`src/rtl/riscv_ctrl_pkg.sv`:
```
// -----------------------------------------------------------------------------
// riscv_ctrl_pkg
// Shared definitions for the multicycle RV32I control unit:
//   - RV32I opcode constants consumed by the decoder FSM and imm_src decode
//   - FSM state encoding (4-bit, fixed; EXEC_U only reachable when the
//     RV_UPPER_IMM_EN macro is defined)
//   - encodings for result_src, alu_src_a, alu_src_b, alu_op and imm_src
// -----------------------------------------------------------------------------
package riscv_ctrl_pkg;

    // RV32I major opcodes (instr[6:0])
    localparam logic [6:0] OP_LOAD   = 7'b0000011;
    localparam logic [6:0] OP_STORE  = 7'b0100011;
    localparam logic [6:0] OP_R      = 7'b0110011;
    localparam logic [6:0] OP_I      = 7'b0010011;
    localparam logic [6:0] OP_BRANCH = 7'b1100011;
    localparam logic [6:0] OP_JAL    = 7'b1101111;
    localparam logic [6:0] OP_JALR   = 7'b1100111;
    localparam logic [6:0] OP_LUI    = 7'b0110111;
    localparam logic [6:0] OP_AUIPC  = 7'b0010111;

    // Controller states; encoding 4'hF is unused and recovers to FETCH.
    typedef enum logic [3:0] {
        FETCH    = 4'd0,
        DECODE   = 4'd1,
        MEMADR   = 4'd2,
        MEMREAD  = 4'd3,
        MEMWB    = 4'd4,
        MEMWRITE = 4'd5,
        EXEC_R   = 4'd6,
        EXEC_I   = 4'd7,
        ALUWB    = 4'd8,
        BRANCH   = 4'd9,
        JAL      = 4'd10,
        JALR     = 4'd11,
        LINK     = 4'd12,
        TRAP     = 4'd13,
        EXEC_U   = 4'd14
    } ctrlStateT;

    // result_src: what drives the Result bus
    localparam logic [1:0] RES_ALUOUT    = 2'b00;
    localparam logic [1:0] RES_DATA      = 2'b01;
    localparam logic [1:0] RES_ALURESULT = 2'b10;

    // alu_src_a: ALU operand A
    localparam logic [1:0] SRCA_PC    = 2'b00;
    localparam logic [1:0] SRCA_OLDPC = 2'b01;
    localparam logic [1:0] SRCA_RS1   = 2'b10;
    localparam logic [1:0] SRCA_ZERO  = 2'b11;

    // alu_src_b: ALU operand B
    localparam logic [1:0] SRCB_RS2  = 2'b00;
    localparam logic [1:0] SRCB_IMM  = 2'b01;
    localparam logic [1:0] SRCB_FOUR = 2'b10;

    // alu_op: hint to the separate ALU decoder
    localparam logic [1:0] ALUOP_ADD   = 2'b00;
    localparam logic [1:0] ALUOP_SUB   = 2'b01;
    localparam logic [1:0] ALUOP_FUNCT = 2'b10;

    // imm_src: immediate format selector
    localparam logic [2:0] IMM_I = 3'b000;
    localparam logic [2:0] IMM_S = 3'b001;
    localparam logic [2:0] IMM_B = 3'b010;
    localparam logic [2:0] IMM_J = 3'b011;
    localparam logic [2:0] IMM_U = 3'b100;

endpackage : riscv_ctrl_pkg

```
`src/rtl/riscv_imm_src_dec.sv`:
```
// -----------------------------------------------------------------------------
// riscv_imm_src_dec
// Purely combinational opcode -> immediate-format decode.
// Ports:
//   op      in  7  instruction opcode
//   imm_src out 3  immediate format (I/S/B/J/U), I for anything unrecognised
// -----------------------------------------------------------------------------
module riscv_imm_src_dec
    import riscv_ctrl_pkg::*;
(
    input  logic [6:0] op,
    output logic [2:0] imm_src
);

    always_comb begin
        imm_src = IMM_I;
        case (op)
            OP_STORE:         imm_src = IMM_S;
            OP_BRANCH:        imm_src = IMM_B;
            OP_JAL:           imm_src = IMM_J;
            OP_LUI, OP_AUIPC: imm_src = IMM_U;
            default:          imm_src = IMM_I;
        endcase
    end

endmodule : riscv_imm_src_dec

```
`src/rtl/riscv_multicycle_ctrl.sv`:
```
// -----------------------------------------------------------------------------
// riscv_multicycle_ctrl
// Multicycle RV32I main controller: an FSM that sequences each instruction
// over 3-5 cycles on a shared memory/ALU datapath. The ALU decoder is external
// and consumes alu_op.
//
// Configuration macro: RV_UPPER_IMM_EN -- when defined, lui/auipc execute via
// EXEC_U; otherwise both opcodes trap as unsupported.
//
// Parameters:
//   MEM_HANDSHAKE  1: memory states wait on mem_ready; 0: mem_ready ignored
//   STATE_W        width of the state_o debug port (encoding is 4 bits)
// Ports:
//   clk, reset       clock, synchronous active-high reset
//   op, funct3_0     opcode and instr[12] (beq/bne select)
//   zero, mem_ready  ALU zero flag, memory completion
//   mem_req, adr_src, mem_write, ir_write, pc_write, reg_write  datapath strobes
//   result_src, alu_src_a, alu_src_b, alu_op, imm_src, jump_sel  mux selects
//   illegal_instr    sticky unsupported-opcode flag
//   state_o          current state (debug)
// -----------------------------------------------------------------------------
module riscv_multicycle_ctrl
    import riscv_ctrl_pkg::*;
#(
    parameter int MEM_HANDSHAKE = 1,
    parameter int STATE_W       = 4
) (
    input  logic               clk,
    input  logic               reset,
    input  logic [6:0]         op,
    input  logic               funct3_0,
    input  logic               zero,
    input  logic               mem_ready,
    output logic               mem_req,
    output logic               adr_src,
    output logic               mem_write,
    output logic               ir_write,
    output logic               pc_write,
    output logic               reg_write,
    output logic [1:0]         result_src,
    output logic [1:0]         alu_src_a,
    output logic [1:0]         alu_src_b,
    output logic [1:0]         alu_op,
    output logic [2:0]         imm_src,
    output logic               jump_sel,
    output logic               illegal_instr,
    output logic [STATE_W-1:0] state_o
);

    ctrlStateT state;
    ctrlStateT stateNext;
    logic      memDone;
    logic      pcUpdate;
    logic      branch;
    logic      illegalReg;

    assign memDone       = (MEM_HANDSHAKE != 0) ? mem_ready : 1'b1;
    assign state_o       = STATE_W'(state);
    assign illegal_instr = illegalReg;

    riscv_imm_src_dec u_imm_src_dec (
        .op      (op),
        .imm_src (imm_src)
    );

    // State register and sticky illegal flag.
    // NOTE: sequential state uses non-blocking assignments so every flop
    // samples pre-edge values regardless of process ordering.
    always_ff @(posedge clk) begin
        if (reset) begin
            state      <= FETCH;
            illegalReg <= 1'b0;
        end else begin
            state <= stateNext;
            if (stateNext == TRAP) begin
                illegalReg <= 1'b1;
            end
        end
    end

    // Next-state logic
    always_comb begin
        // NOTE: a default before the case keeps every path assigned, so no
        // latch is inferred; it also sends unused encodings back to FETCH.
        stateNext = FETCH;
        case (state)
            FETCH:    stateNext = memDone ? DECODE : FETCH;
            DECODE: begin
                case (op)
                    OP_LOAD, OP_STORE: stateNext = MEMADR;
                    OP_R:              stateNext = EXEC_R;
                    OP_I:              stateNext = EXEC_I;
                    OP_BRANCH:         stateNext = BRANCH;
                    OP_JAL:            stateNext = JAL;
                    OP_JALR:           stateNext = JALR;
`ifdef RV_UPPER_IMM_EN
                    OP_LUI, OP_AUIPC:  stateNext = EXEC_U;
`endif
                    default:           stateNext = TRAP;
                endcase
            end
            MEMADR:   stateNext = (op == OP_LOAD) ? MEMREAD : MEMWRITE;
            MEMREAD:  stateNext = memDone ? MEMWB : MEMREAD;
            MEMWB:    stateNext = FETCH;
            MEMWRITE: stateNext = memDone ? FETCH : MEMWRITE;
            EXEC_R:   stateNext = ALUWB;
            EXEC_I:   stateNext = ALUWB;
            ALUWB:    stateNext = FETCH;
            BRANCH:   stateNext = FETCH;
            JAL:      stateNext = ALUWB;
            JALR:     stateNext = LINK;
            LINK:     stateNext = FETCH;
            TRAP:     stateNext = TRAP;
`ifdef RV_UPPER_IMM_EN
            EXEC_U:   stateNext = ALUWB;
`endif
            default:  stateNext = FETCH;
        endcase
    end

    // Output logic: Moore decode of state, plus the branch condition on
    // pc_write and mem_ready gating in the memory states.
    always_comb begin
        mem_req    = 1'b0;
        adr_src    = 1'b0;
        mem_write  = 1'b0;
        ir_write   = 1'b0;
        reg_write  = 1'b0;
        result_src = RES_ALUOUT;
        alu_src_a  = SRCA_PC;
        alu_src_b  = SRCB_RS2;
        alu_op     = ALUOP_ADD;
        jump_sel   = 1'b0;
        pcUpdate   = 1'b0;
        branch     = 1'b0;
        case (state)
            FETCH: begin
                mem_req    = 1'b1;
                alu_src_b  = SRCB_FOUR;
                result_src = RES_ALURESULT;
                ir_write   = memDone;
                pcUpdate   = memDone;
            end
            DECODE: begin
                // Precompute PC-relative target (branch/jal) into ALUOut.
                alu_src_a = SRCA_OLDPC;
                alu_src_b = SRCB_IMM;
            end
            MEMADR: begin
                alu_src_a = SRCA_RS1;
                alu_src_b = SRCB_IMM;
            end
            MEMREAD: begin
                mem_req = 1'b1;
                adr_src = 1'b1;
            end
            MEMWB: begin
                result_src = RES_DATA;
                reg_write  = 1'b1;
            end
            MEMWRITE: begin
                mem_req   = 1'b1;
                adr_src   = 1'b1;
                mem_write = memDone;
            end
            EXEC_R: begin
                alu_src_a = SRCA_RS1;
                alu_op    = ALUOP_FUNCT;
            end
            EXEC_I: begin
                alu_src_a = SRCA_RS1;
                alu_src_b = SRCB_IMM;
                alu_op    = ALUOP_FUNCT;
            end
            ALUWB: begin
                reg_write = 1'b1;
            end
            BRANCH: begin
                alu_src_a = SRCA_RS1;
                alu_op    = ALUOP_SUB;
                branch    = 1'b1;
            end
            JAL: begin
                // PC <= ALUOut (target from DECODE); ALU computes OldPC+4 link.
                alu_src_a = SRCA_OLDPC;
                alu_src_b = SRCB_FOUR;
                pcUpdate  = 1'b1;
            end
            JALR: begin
                alu_src_a  = SRCA_RS1;
                alu_src_b  = SRCB_IMM;
                result_src = RES_ALURESULT;
                jump_sel   = 1'b1;
                pcUpdate   = 1'b1;
            end
            LINK: begin
                alu_src_a  = SRCA_OLDPC;
                alu_src_b  = SRCB_FOUR;
                result_src = RES_ALURESULT;
                reg_write  = 1'b1;
            end
`ifdef RV_UPPER_IMM_EN
            EXEC_U: begin
                alu_src_a = (op == OP_LUI) ? SRCA_ZERO : SRCA_OLDPC;
                alu_src_b = SRCB_IMM;
            end
`endif
            default: ;
        endcase

        pc_write = pcUpdate | (branch & (zero ^ funct3_0));

        // Reset wins over any state decode, including an in-flight handshake.
        if (reset) begin
            mem_req   = 1'b0;
            mem_write = 1'b0;
            ir_write  = 1'b0;
            pc_write  = 1'b0;
            reg_write = 1'b0;
        end
    end

endmodule : riscv_multicycle_ctrl
```
`config.mk`:
```
export PLATFORM = sky130hd
export DESIGN_NAME = riscv_multicycle_ctrl
export DESIGN_NICKNAME = d
export VERILOG_FILES = /design/src/rtl/riscv_ctrl_pkg.sv /design/src/rtl/riscv_imm_src_dec.sv /design/src/rtl/riscv_multicycle_ctrl.sv
export SDC_FILE = /design/constraint.sdc
export NUM_CORES = 1
export LEC_CHECK = 0
export BUFFER_PORTS_ARGS = -buffer_cell sky130_fd_sc_hd__buf_2
export CAP_MARGIN = 10
export CORE_UTILIZATION = 25
export DETAILED_ROUTE_END_ITERATION = 10
export PLACE_DENSITY_LB_ADDON = 0.05
export SLEW_MARGIN = 20
export SYNTH_ARGS = -nofsm -noshare
export SYNTH_HDL_FRONTEND = slang
export SYNTH_SLANG_ARGS = --single-unit
```
`constraint.sdc`:
```
create_clock -name clk -period 1.76 [get_ports clk]
set_input_delay 0.088 -clock clk [delete_from_list [all_inputs] [get_ports clk]]
set_output_delay 0.088 -clock clk [all_outputs]
set_load 0.01 [all_outputs]
```
==> impl_metrics.py <==
metrics = {
    "status": {
        "outcome": "finished, final reports clean",
    },
    "sta": {
        "skew_ns": 0.00241,
        "min_period_ns": 1.65,
        "slew_viol_final": 0,
        "tightest_slew_ns": 0.424,
        "rsz0062_at_grt": "false",
        "max-slew-margin-rel_pct": 71.7,
        "finalSetupViolCount": 0,
        "post-route-period-util_pct": 93.9,
        "finalHoldViolations": 0,
        "whs_ns": 0.0986,
        "finalSetupTns_ns": 0,
        "max_freq_mhz": 605,
    },
    "cells_and_area": {
        "multi_input_area_um2": 523,
        "area_growth_pct": 37.3,
        "final_nets": 156,
        "final_core_util_pct": 36.9,
        "fill_cells": 291,
        "num_antenna_cells": 0,
        "final_area_um2": 930,
        "drive_above_1_share_pct": 37.8,
        "layout_commonest_cell": "buf_2",
        "layout_common_cells": "buf_2 (34), nor2_1 (14), a21oi_1 (12)",
        "ff_latch_area_um2": 101,
    },
    "cts": {
        "h-tree-depth": 1,
        "clkSinkCount": 5,
        "numCtsBuffers": 3,
        "clkTransAtPathRegs_ns": 0.04,
        "clockBufferDepth": 2,
        "clock_latency_ns": 0.24,
        "holdBufCountCts": 0,
        "ctsRootBufferMaster": "clkbuf_4",
        "cts_setup_buffers": 0,
        "cts_tree": "built",
    },
    "power": {
        "swShare_pct": 43.9,
        "p_leak_nw": 0.460,
        "seqPwrFrac_pct": 23.9,
        "internal_power_mw": 0.390,
        "p_clk_share_pct": 18.9,
        "peakVddDrop_mv": 0.368,
        "combPwrFrac_pct": 57.1,
        "powerDensity_nw_per_um2": 748,
        "p_sw_mw": 0.305,
    },
    "floorplanning": {
        "core-area_um2": 2520,
        "die_y_um": 54.0,
        "num_rows": 18,
        "start_util_pct": 26.8,
        "die_x_um": 54.0,
        "io_pins": 35,
        "die_area_um2": 2920,
    },
    "routing": {
        "drt_iter0_drc": 10,
        "wire_per_inst_um": 12.1,
        "viasPerCell": 5.02,
        "num_vias": 869,
        "drc": 0,
        "drtPass1Iterations": 4,
        "postRouteAntennaNets": 0,
        "routed_wl_mm": 2.09,
    },
    "global_route": {
        "grt_usage_pct": 15.6,
        "overflow": 0,
        "grt_pass1_vias": 761,
        "grt_max_degree": 15,
        "antenna_found_initial": 0,
        "grt_pass1_wl_mm": 3.36,
    },
    "setup_path": {
        "worst_setup_path_start_kind": "register",
        "r2r_start": "state_o[2]",
        "crit_family": "flip-flops",
        "cp_num_buf_inv": 2,
        "r2r_slack_ns": 0.22,
        "slowest_delay_ns": 0.57,
        "cp_max_fo": 14,
        "worstPathRequired_ns": 1.67,
        "path_class": "register to primary output",
        "cp.arrival_ns": 1.57,
        "critPathLaunch": "state_o[2]",
        "endpoint_kind": "primary output",
        "worstPathCellList": "buf_4, nand2b_1, nor3_1, or2_1, buf_2",
        "slowest_stage": "dfxtp_1",
    },
    "placement": {
        "portBuffers": 34,
        "place_area_um2": 893,
        "place_hpwl_mm": 1.65,
        "routabilityCongestion": 0.794,
    },
    "synthesis": {
        "syn_inst": 106,
        "netlist.area_leader.share_pct": 14.8,
        "synth_area_leaders": "dfxtp_1 (15%), a21oi_1 (8.9%), nor2_1 (7.8%)",
        "syn_area_um2": 677,
        "synth_cell_types": 36,
        "seq_area_frac_synth_pct": 14.8,
        "syn_nets": 118,
        "synth_top_area_cell": "dfxtp_1",
        "ys_warn_count": 0,
        "ys_ff_latch": 5,
        "synth.avg_cell_area_um2": 6.39,
    },
    "hold_path": {
        "hp-class": "input port to register",
        "hp-start": "reset",
    },
    "flow_run": {
        "cap_violations": 0,
    },
}
final cells by class:
| class | count | area share (%) |
|---|---|---|
| Sequential cell | 5 | 10.9 |
| Tap cell | 30 | 4.04 |
| Multi-Input combinational cell | 88 | 56.3 |
| Clock buffer | 4 | 2.83 |
| Timing Repair Buffer | 41 | 24.0 |
| Inverter | 5 | 2.02 |
final timing paths:
check / endpoint / depth (start not counted)
min: state_o[3] / 2
max: pc_write / 5
min reg2reg: illegal_instr / 1
max reg2reg: illegal_instr / 5
flip-flops by register name, indices dropped and copies added (netlist names):
signal,cells
illegal_instr,1
state_o,4
per-stage QoR:
stage                     setup slack (ns)  cells  power, mW
after floorplan                      0.254    106      0.418
after global placement               0.193    169      0.563
after detailed placement             0.195    169      0.559
after CTS                           0.0506    173      0.700
after global routing                0.0127    173      0.765
final                                0.107    173      0.696
what timing repair did:
item,CTS,global route
setup endpoints to repair,1,4
pin swaps,0,1
gates resized for setup,1,2
logic make-up after synthesis:
logic type / count (synthesis) / synth area share (%)
AOI/OAI and AO/OA: 30 / 27.4
xor gates and xnor gates: 3 / 3.88
buffers and inverters: 13 / 9.24
DFF: 5 / 14.8
muxes: 1 / 1.48
and+or+nand+nor: 54 / 43.3
power by group through the flow:
| stage | Combinational, mW | Clock [mW] | Sequential (mW) |
|---|---|---|---|
| after detailed placement | 0.393 | 0 | 0.166 |
| after CTS | 0.398 | 0.138 | 0.164 |
| after global routing | 0.450 | 0.145 | 0.170 |
| final | 0.397 | 0.132 | 0.166 |
| after floorplan | 0.271 | 0 | 0.147 |
| after global placement | 0.397 | 0 | 0.166 |
cell usage after synthesis:
library cell and instances:
nor2_1 14, a21oi_1 12, nand2_1 9, nor3_1 8, nand2b_1 6, buf_2 5, dfxtp_1 5, inv_1 4
and3_2 3, o21ai_0 3, o22ai_1 3, a31oi_1 2, a32o_1 2, buf_4 2, nand3_1 2, nor2b_1 2
o21ai_1 2, o221ai_1 2, or2_1 2, xor2_1 2, a211oi_1 1, a21o_1 1, a31o_1 1, and2_1 1
and2b_2 1, and3_1 1, and4b_4 1, and4bb_1 1, clkbuf_1 1, inv_2 1, mux2i_1 1, nand3b_1 1
nor3_2 1, nor4_1 1, o21a_1 1, xnor2_1 1
routing by layer:
metal / global-route usage [%] / up-vias / part of all wire [%]
met3: 1.69 / 2 / 4.2
met5: 0 / - / 0
li1: - / 453 / -
met4: 5.13 / 0 / 0.24
met2: 25.1 / 21 / 45
met1: 21.3 / 393 / 51
(Power assumes the default switching activity.)
